`src/rtl/ula_pkg.sv`:
```
// Shared definitions for the post-ALU stage: word widths, flag bit positions,
// operation-class codes, branch-condition encoding and the condition evaluator.
package ula_pkg;

    localparam int BITS_PALAVRA  = 16;
    localparam int BITS_CONTROLE = 5;
    localparam int BITS_REG      = 3;

    // Bit positions inside the {Z,C,N,O} flag register
    localparam int FLAG_Z = 3;
    localparam int FLAG_C = 2;
    localparam int FLAG_N = 1;
    localparam int FLAG_O = 0;

    // Operation class taken from in_controle[4:3]; anything else is logic/constant
    localparam logic [1:0] CLASSE_ARIT = 2'b00;
    localparam logic [1:0] CLASSE_DESL = 2'b01;

    typedef enum logic [3:0] {
        COND_SEMPRE = 4'd0,
        COND_Z      = 4'd1,
        COND_NZ     = 4'd2,
        COND_N      = 4'd3,
        COND_NN     = 4'd4,
        COND_C      = 4'd5,
        COND_NC     = 4'd6,
        COND_O      = 4'd7,
        COND_NO     = 4'd8,
        COND_LT     = 4'd9,
        COND_GT     = 4'd10
    } cond_t;

    typedef struct packed {
        logic [BITS_PALAVRA-1:0] resultado;
        logic [BITS_REG-1:0]     dest;
    } entrada_saida_t;

    // Evaluates a branch condition against a {Z,C,N,O} flag vector.
    // Codes 11..15 are reserved and always evaluate false.
    function automatic logic cond_avalia(input logic [3:0] f, input logic [3:0] sel);
        logic r;
        r = 1'b0;
        case (cond_t'(sel))
            COND_SEMPRE: r = 1'b1;
            COND_Z:      r = f[FLAG_Z];
            COND_NZ:     r = !f[FLAG_Z];
            COND_N:      r = f[FLAG_N];
            COND_NN:     r = !f[FLAG_N];
            COND_C:      r = f[FLAG_C];
            COND_NC:     r = !f[FLAG_C];
            COND_O:      r = f[FLAG_O];
            COND_NO:     r = !f[FLAG_O];
            COND_LT:     r = f[FLAG_N] ^ f[FLAG_O];
            COND_GT:     r = !(f[FLAG_N] ^ f[FLAG_O]) && !f[FLAG_Z];
            default:     r = 1'b0;
        endcase
        return r;
    endfunction

endpackage

```
`src/rtl/buffer_saida_ula.sv`:
```
// Generic 2-entry FIFO with valid/ready on both sides. in_ready is a flop
// (count != 2 after this cycle's push/pop) so it never depends combinationally
// on out_ready.
module buffer_saida_ula #(
    parameter int LARGURA = 19
) (
    input  logic               clk,
    input  logic               rst_n,
    input  logic               in_valid,
    output logic               in_ready,
    input  logic [LARGURA-1:0] in_dados,
    output logic               out_valid,
    input  logic               out_ready,
    output logic [LARGURA-1:0] out_dados
);

    logic [LARGURA-1:0] mem_q [2];
    logic [LARGURA-1:0] mem_d [2];
    logic               wr_ptr_q, wr_ptr_d;
    logic               rd_ptr_q, rd_ptr_d;
    logic [1:0]         count_q, count_d;
    logic               in_ready_q, in_ready_d;
    logic               push;
    logic               pop;

    assign push      = in_valid && in_ready_q;
    assign pop       = (count_q != 2'd0) && out_ready;
    assign in_ready  = in_ready_q;
    assign out_valid = (count_q != 2'd0);
    assign out_dados = mem_q[rd_ptr_q];

    // Next-state for storage, pointers, occupancy and the registered ready
    always_comb begin
        mem_d      = mem_q;
        wr_ptr_d   = wr_ptr_q;
        rd_ptr_d   = rd_ptr_q;
        count_d    = count_q + {1'b0, push} - {1'b0, pop};
        if (push) begin
            mem_d[wr_ptr_q] = in_dados;
            wr_ptr_d        = !wr_ptr_q;
        end
        if (pop) begin
            rd_ptr_d = !rd_ptr_q;
        end
        in_ready_d = (count_d != 2'd2);
    end

    // State registers; reset discards contents so the head reads as zero
    always_ff @(posedge clk or negedge rst_n) begin
        if (!rst_n) begin
            for (int i = 0; i < 2; i++) begin
                mem_q[i] <= '0;
            end
            wr_ptr_q   <= 1'b0;
            rd_ptr_q   <= 1'b0;
            count_q    <= 2'd0;
            in_ready_q <= 1'b1;
        end else begin
            mem_q      <= mem_d;
            wr_ptr_q   <= wr_ptr_d;
            rd_ptr_q   <= rd_ptr_d;
            count_q    <= count_d;
            in_ready_q <= in_ready_d;
        end
    end

endmodule

```
`src/rtl/estagio_pos_ula.sv`:
```
// Post-ALU stage: buffers ALU results toward write-back, keeps the {Z,C,N,O}
// flag register with per-class update rules and evaluates branch conditions.
// Optional macro FLAG_BYPASS_EN: cond_ok looks at the next-state flags so a
// flag update accepted this cycle is visible to the branch immediately.
module estagio_pos_ula
    import ula_pkg::*;
(
    input  logic                     clk,
    input  logic                     rst_n,
    input  logic                     in_valid,
    output logic                     in_ready,
    input  logic [BITS_PALAVRA-1:0]  in_resultado,
    input  logic [BITS_CONTROLE-1:0] in_controle,
    input  logic [BITS_REG-1:0]      in_dest,
    input  logic                     in_atualiza_flags,
    input  logic                     in_C,
    input  logic                     in_O,
    output logic                     out_valid,
    input  logic                     out_ready,
    output logic [BITS_PALAVRA-1:0]  out_resultado,
    output logic [BITS_REG-1:0]      out_dest,
    output logic [3:0]               flags,
    input  logic [3:0]               cond_sel,
    output logic                     cond_ok
);

    entrada_saida_t entrada;
    entrada_saida_t saida;
    logic [3:0]     flags_q, flags_d;
    logic           aceita;
    logic           z_local;
    logic           n_local;
    logic           unused_controle;

    // Only the class bits of the control code matter here
    assign unused_controle = &{1'b0, in_controle[2:0]};

    assign entrada.resultado = in_resultado;
    assign entrada.dest      = in_dest;

    buffer_saida_ula #(
        .LARGURA ($bits(entrada_saida_t))
    ) u_buffer (
        .clk       (clk),
        .rst_n     (rst_n),
        .in_valid  (in_valid),
        .in_ready  (in_ready),
        .in_dados  (entrada),
        .out_valid (out_valid),
        .out_ready (out_ready),
        .out_dados (saida)
    );

    assign out_resultado = saida.resultado;
    assign out_dest      = saida.dest;
    assign aceita        = in_valid && in_ready;
    assign z_local       = (in_resultado == '0);
    assign n_local       = in_resultado[BITS_PALAVRA-1];

    // Flag next-state: Z/N always from the result, C/O depend on operation class
    always_comb begin
        flags_d = flags_q;
        if (aceita && in_atualiza_flags) begin
            flags_d[FLAG_Z] = z_local;
            flags_d[FLAG_N] = n_local;
            case (in_controle[4:3])
                CLASSE_ARIT: begin
                    flags_d[FLAG_C] = in_C;
                    flags_d[FLAG_O] = in_O;
                end
                CLASSE_DESL: begin
                    flags_d[FLAG_C] = in_C;
                    flags_d[FLAG_O] = 1'b0;
                end
                default: begin
                    flags_d[FLAG_C] = flags_q[FLAG_C];
                    flags_d[FLAG_O] = flags_q[FLAG_O];
                end
            endcase
        end
    end

    // Architectural flag register
    always_ff @(posedge clk or negedge rst_n) begin
        if (!rst_n) begin
            flags_q <= 4'b0000;
        end else begin
            flags_q <= flags_d;
        end
    end

    assign flags = flags_q;

`ifdef FLAG_BYPASS_EN
    assign cond_ok = cond_avalia(flags_d, cond_sel);
`else
    assign cond_ok = cond_avalia(flags_q, cond_sel);
`endif

endmodule

```
`config.mk`:
```
export PLATFORM = sky130hd
export DESIGN_NAME = estagio_pos_ula
export DESIGN_NICKNAME = d
export VERILOG_FILES = /design/src/rtl/ula_pkg.sv /design/src/rtl/buffer_saida_ula.sv /design/src/rtl/estagio_pos_ula.sv
export SDC_FILE = /design/constraint.sdc
export NUM_CORES = 1
export LEC_CHECK = 0
export ABC_AREA = 1
export CORE_MARGIN = 3
export CORE_UTILIZATION = 40
export CTS_BUF_LIST = sky130_fd_sc_hd__clkbuf_16
export DETAILED_ROUTE_END_ITERATION = 6
export GPL_TIMING_DRIVEN = 1
export PLACE_DENSITY_LB_ADDON = 0.25
export SYNTH_ARGS = -nofsm -noshare
export SYNTH_HDL_FRONTEND = slang
export SYNTH_SLANG_ARGS = --single-unit
```
`constraint.sdc`:
```
create_clock -name clk -period 1.64 [get_ports clk]
set_input_delay 0.328 -clock clk [delete_from_list [all_inputs] [get_ports clk]]
set_output_delay 0.328 -clock clk [all_outputs]
set_load 0.01 [all_outputs]
```
==> flow_metrics.tcl, run 1 <==
set metrics [dict create \
    status "finished, final reports clean" \
    hold_ws_ns 0.01832 \
    io_buffers 57 \
    fin_ws_ns 0.02384 \
    drt-total-wl_microns 4951 \
    ys_warn_count 0 \
    ir_drop_mv 1.040 \
    postLayoutCellArea_sq_mm 0.003045 \
    cts_hold_buf 0 \
    critical_path_required_ns 1.31 \
    p_int_mw 3.370 \
    place_congestion 0.7686 \
    num_vias 1944 \
    synth_edf_count 0 \
    syn_nets 318 \
    cts_root_buffer "clkbuf_16" \
    antenna_left 0 \
    slew_headroom 0.7395 \
    combPwrFrac 0.452 \
    die_x_microns 80.35 \
    final_common_cell "nand2_1" \
    power_switching_mw 1.988 \
    cts_buffers 5 \
    hold_path_class "in2async" \
    cts_max_level 2 \
    crit_path_end_kind "output port" \
    slew_violations 0 \
    async_flop_share 1.000 \
    synth.top_cells.by_area "dfrtp_1 (52%), nand2_1 (21%), o21ai_0 (6.8%)" \
    synth_ff_type "dfrtp_1" \
    grt_overflow 0 \
    first_pass_iters 5 \
    critPathMaxFanout 5 \
    finalPower_mw 5.357 \
    cts_tree "done" \
    period_needed_ns 1.616 \
    reg2reg_depth 8 \
    fill_cells 509 \
    grt_first_pass_wirelength_microns 8431 \
    final_util 0.5815 \
    worstMarginPinSlew_ns 0.3908 \
    pwr-share-seq 0.372 \
    dp_slack_ns -0.5432 \
    regToRegEndpoint "u_buffer.in_ready" \
    layout_common_cells "nand2_1 (120), dfrtp_1 (45), o21ai_0 (29)" \
    p_leak_nw 1.689 \
    start_util 0.4221 \
    avgSynthCellArea_sq_um 7.868 \
    grt_pass1_vias 1913 \
    drive_gt1_frac 0.1580 \
    synthCells 281 \
    clock_latency_ns 0.28 \
    nNetsFinal 385 \
    grt_usage 0.1683 \
    rsz0062_at_grt "true" \
    yosysUniqueCellTypes 24 \
    die_h_microns 80.35 \
    maxCapViolations 0 \
    path_cells "inv_2 > nand2_1 > nand3_1 > nand2_1 > a21oi_2 > nor2_1 > buf_2" \
    r2r-start "u_buffer.count_q[1]" \
    coreArea_sq_mm 0.005238 \
    yosysTopAreaCell "dfrtp_1" \
    cpMostUsedCell "nand2_1" \
    synth_top_area_share 0.5207 \
    routedWlPerCell_microns 11.84 \
    numClockSinks 47 \
    postPlaceCellArea_sq_mm 0.002915 \
    worstPathArrival_ns 1.29 \
    min_period_over_period 0.9855 \
    clk_pin_slew_ns 0.06 \
    syn-cell-area_sq_mm 0.002211 \
    avgViaCountPerCell 4.651 \
    setup-violations-final 0 \
    power_density_mw_per_mm2 1759 \
    fmax_mhz 618.7 \
    yosysSeqAreaShare 0.5325 \
    rrSetupSlack_ns 0.10 \
    area_growth_pct 37.75 \
    grt_max_degree 48 \
    drtIter0Drc 119 \
    dieArea_sq_mm 0.006455 \
    ioPinCount 61 \
    hold_viol_final 0 \
    path_class "reg2out" \
    drc 0 \
    antenna_cells 0 \
    startpoint_type "flop" \
    clkPwrFrac 0.175 \
    dp_hpwl_microns 3447 \
    slowest_stage "dfrtp_2" \
    ys_ff_latch 47 \
    cts.path.max_buffers 2 \
    finClkSkew_ns 0.002859 \
    cp_slowest_stage_delay_ns 0.44 \
    sw_frac_of_total 0.3710 \
    antenna_found_initial 0 \
    std_cell_rows 26 \
]
per-layer routing:
layer / GRT usage / vias up / routed length [microns]
li1: - / 1002 / -
met1: 0.2084 / 894 / 2262
met2: 0.2864 / 46 / 2378
met3: 0.04372 / 2 / 287
met4: 0.05236 / 0 / 23
met5: 0 / - / 0
repair_timing:
| item | CTS | global route |
|---|---|---|
| pin swaps | 1 | 3 |
| cloned | 0 | 0 |
| resized for setup | 31 | 47 |
| setup endpoints to repair | 25 | 24 |
| hold endpoints to repair | 0 | 0 |
| buffers inserted | 0 | 2 |
cells by family after synthesis:
group / after synthesis / share of synthesized area
buffers and inverters: 43 / 0.09055
AOI/OAI and AO/OA: 43 / 0.09734
xor gates and xnor gates: 3 / 0.01189
adders and majority gates: 2 / 0.01132
and+or+nand+nor: 143 / 0.2564
DFF: 47 / 0.5325
cells in the mapped netlist, drive strengths merged, types with 2 or more instances:
master  number
nand2      124
dfrtp       46
o21ai       42
inv         31
buf          7
nand3        6
nor2         6
clkbuf       5
nand4        3
ha           2
or2          2
xnor2        2
power groups by stage:
stage	Sequential [mW]	Clock [mW]	Combinational (mW)
floorplan	1.95	0	1.42
global placement	1.98	0	2.58
detailed placement	2.00	0	2.64
CTS	1.99	0.965	2.46
global route	2.06	1.00	2.75
finish	2.00	0.938	2.42
per-stage QoR:
step | std cells | TNS, ns
floorplan | 281 | 0
global placement | 409 | -0.5643
detailed placement | 409 | -0.6462
CTS | 416 | -1.316
global route | 418 | -0.1042
finish | 418 | 0
state kept, by name, summed over array words and instances (netlist names):
signal / cells
u_buffer.mem_q: 38
u_buffer.count_q: 2
u_buffer.rd_ptr_q: 1
flags: 4
u_buffer.wr_ptr_q: 1
u_buffer.in_ready: 1
critical path: cells and delay by family (launching register included):
kind	cells	cell delay, ns
AOI/OAI and AO/OA	1	0.11
buffers and inverters	2	0.21
DFF	1	0.44
and+or+nand+nor	4	0.25
area by class of cell:
cell class / instances / area [sq um] / share of cell area
multi-input cells: 191 / 872.1 / 0.2864
clock buffers: 5 / 125.1 / 0.04108
inverters: 31 / 116.4 / 0.03821
clock inverters: 2 / 8.758 / 0.002876
flip-flops and latches: 47 / 1179 / 0.3870
repair buffers: 72 / 656.9 / 0.2157
well taps: 70 / 87.58 / 0.02876
worst max-delay path by stage:
stage | endpoint | from | slack, ns
after floorplan | u_buffer.in_ready | u_buffer.count_q[1] | 0.03
after global placement | cond_ok | cond_sel[0] | -0.51
after detailed placement | cond_ok | cond_sel[0] | -0.54
after CTS | out_resultado[4] | u_buffer.rd_ptr_q | -0.25
after global routing | cond_ok | flags[0] | -0.10
final | cond_ok | flags[0] | 0.02
No activity file was read; power rests on OpenSTA's default activity.
==> inputs of run 2 (changes only) <==
Settings changed: CORE_UTILIZATION 40 to 43, SLEW_MARGIN set to 20.
==> flow_metrics.tcl, run 2 (synthesized netlist as in run 1, its figures left out) <==
set metrics [dict create \
    status "finished, final reports clean" \
    clk_pin_slew_ns 0.06 \
    crit_start "flags[0]" \
    fmax_mhz 618.3 \
    period_needed_ns 1.617 \
    ir_drop_mv 1.021 \
    nNetsFinal 386 \
    maxCapViolations 0 \
    antenna_left 0 \
    cts.path.max_buffers 2 \
    numClockSinks 47 \
    sw_frac_of_total 0.3709 \
    finClkSkew_ns 0.003036 \
    die_x_microns 77.71 \
    coreArea_sq_mm 0.004848 \
    cts_buffers 5 \
    ioPinCount 61 \
    slew_headroom 0.7331 \
    grt_pass1_vias 1795 \
    die_h_microns 77.71 \
    grt_max_degree 40 \
    final_common_cell "nand2_1" \
    area_growth_pct 36.73 \
    worstPathArrival_ns 1.29 \
    grt_first_pass_wirelength_microns 8059 \
    crit_path_end_kind "output port" \
    fill_cells 442 \
    worstMarginPinSlew_ns 0.4003 \
    path_class "reg2out" \
    drive_gt1_frac 0.1433 \
    drc 0 \
    finalSetupTns_ns 0 \
    io_buffers 57 \
    rsz0062_at_grt "true" \
    p_leak_nw 1.623 \
    regToRegEndpoint "u_buffer.in_ready" \
    routedWlPerCell_microns 11.45 \
    cts_tree "done" \
    hold_viol_final 0 \
    drtIter0Drc 141 \
    postLayoutCellArea_sq_mm 0.003023 \
    grt_usage 0.1668 \
    slew_violations 0 \
    setup-violations-final 0 \
    clock_latency_ns 0.28 \
    clkPwrFrac 0.177 \
    first_pass_iters 4 \
    finalPower_mw 5.310 \
    cts_root_buffer "clkbuf_16" \
    avgViaCountPerCell 4.659 \
    reg2reg_depth 8 \
    antenna_cells 0 \
    drt-total-wl_microns 4762 \
    cts_max_level 2 \
    grt_overflow 0 \
    dp_hpwl_microns 3313 \
    p_int_mw 3.340 \
    critPathMaxFanout 5 \
    startpoint_type "flop" \
    antenna_found_initial 0 \
    postPlaceCellArea_sq_mm 0.002919 \
    hold_path_class "in2async" \
    rrSetupSlack_ns 0.08 \
    pwr-share-seq 0.375 \
    critical_path_required_ns 1.31 \
    num_vias 1938 \
    crit_end "cond_ok" \
    dpl.cell_count 407 \
    dieArea_sq_mm 0.006038 \
    std_cell_rows 25 \
    r2r-start "u_buffer.count_q[1]" \
    min_period_over_period 0.9861 \
    layout_common_cells "nand2_1 (121), dfrtp_1 (45), o21ai_0 (29)" \
    combPwrFrac 0.447 \
    start_util 0.4560 \
    largest_reg_flops 38 \
    top_register "u_buffer.mem_q" \
    power_switching_mw 1.969 \
    place_congestion 0.8107 \
    power_density_mw_per_mm2 1756 \
    stdcell_count 416 \
]
[run 2: routing by layer]
metal  up-vias  wire (microns)  share of wire  GRT usage
met5         -               0              0          0
li1       1004               -              -          -
met2        51            2281           0.48     0.2620
met4         0              36         0.0076    0.05872
met1       879            2209           0.46     0.2262
met3         4             234          0.049    0.03828
[run 2: per-stage QoR]
step                      utilization  hold slack (ns)  setup slack (ns)
after detailed placement       0.6021           0.2430           -0.5618
after CTS                      0.6286           0.4875         0.0009267
final                          0.6235           0.4770           0.02272
after global routing           0.6235           0.5027          -0.03590
after floorplan                     -          0.03241           0.03109
after global placement         0.6021           0.2374           -0.5146
[run 2: worst min path at each step]
stage	from	end	slack (ns)
after floorplan	rst_n	flags[0]	0.03
after global placement	rst_n	u_buffer.mem_q[27]	0.24
after detailed placement	rst_n	u_buffer.mem_q[27]	0.24
after CTS	rst_n	u_buffer.mem_q[27]	0.49
after global routing	rst_n	u_buffer.mem_q[27]	0.50
final	rst_n	u_buffer.mem_q[27]	0.48
[run 2: power by group through the flow]
stage               clock network, mW  registers (mW)  logic, mW
global placement                    0            1.97       2.57
finish                          0.942            1.99       2.38
detailed placement                  0            1.99       2.62
floorplan                           0            1.95       1.42
CTS                             0.962            1.98       2.44
global route                     1.01            2.05       2.70
[run 2: area by class of cell]
type | instances | area (sq um) | share of cell area
well taps | 67 | 83.83 | 0.02773
clock buffers | 5 | 125.1 | 0.04139
clock inverters | 2 | 8.758 | 0.002897
multi-input cells | 191 | 850.8 | 0.2815
inverters | 31 | 116.4 | 0.03849
flip-flops and latches | 47 | 1179 | 0.3899
repair buffers | 73 | 659.4 | 0.2181
[run 2: repair_timing]
action / CTS / global route
setup buffers: 0 / 1
pin swaps: 1 / 2
endpoints found under the hold margin: 11 / 0
hold buffers: 1 / 0
resized for setup: 41 / 36
endpoints found under the setup margin: 26 / 25
[run 2: critical path, stage by stage, from the launching register on]
cell     delay, ns
dfrtp_2       0.44
inv_2         0.08
nand2_1       0.05
nand3_1       0.07
nand2_1       0.05
a21oi_1       0.14
nor2_1        0.05
buf_2         0.13
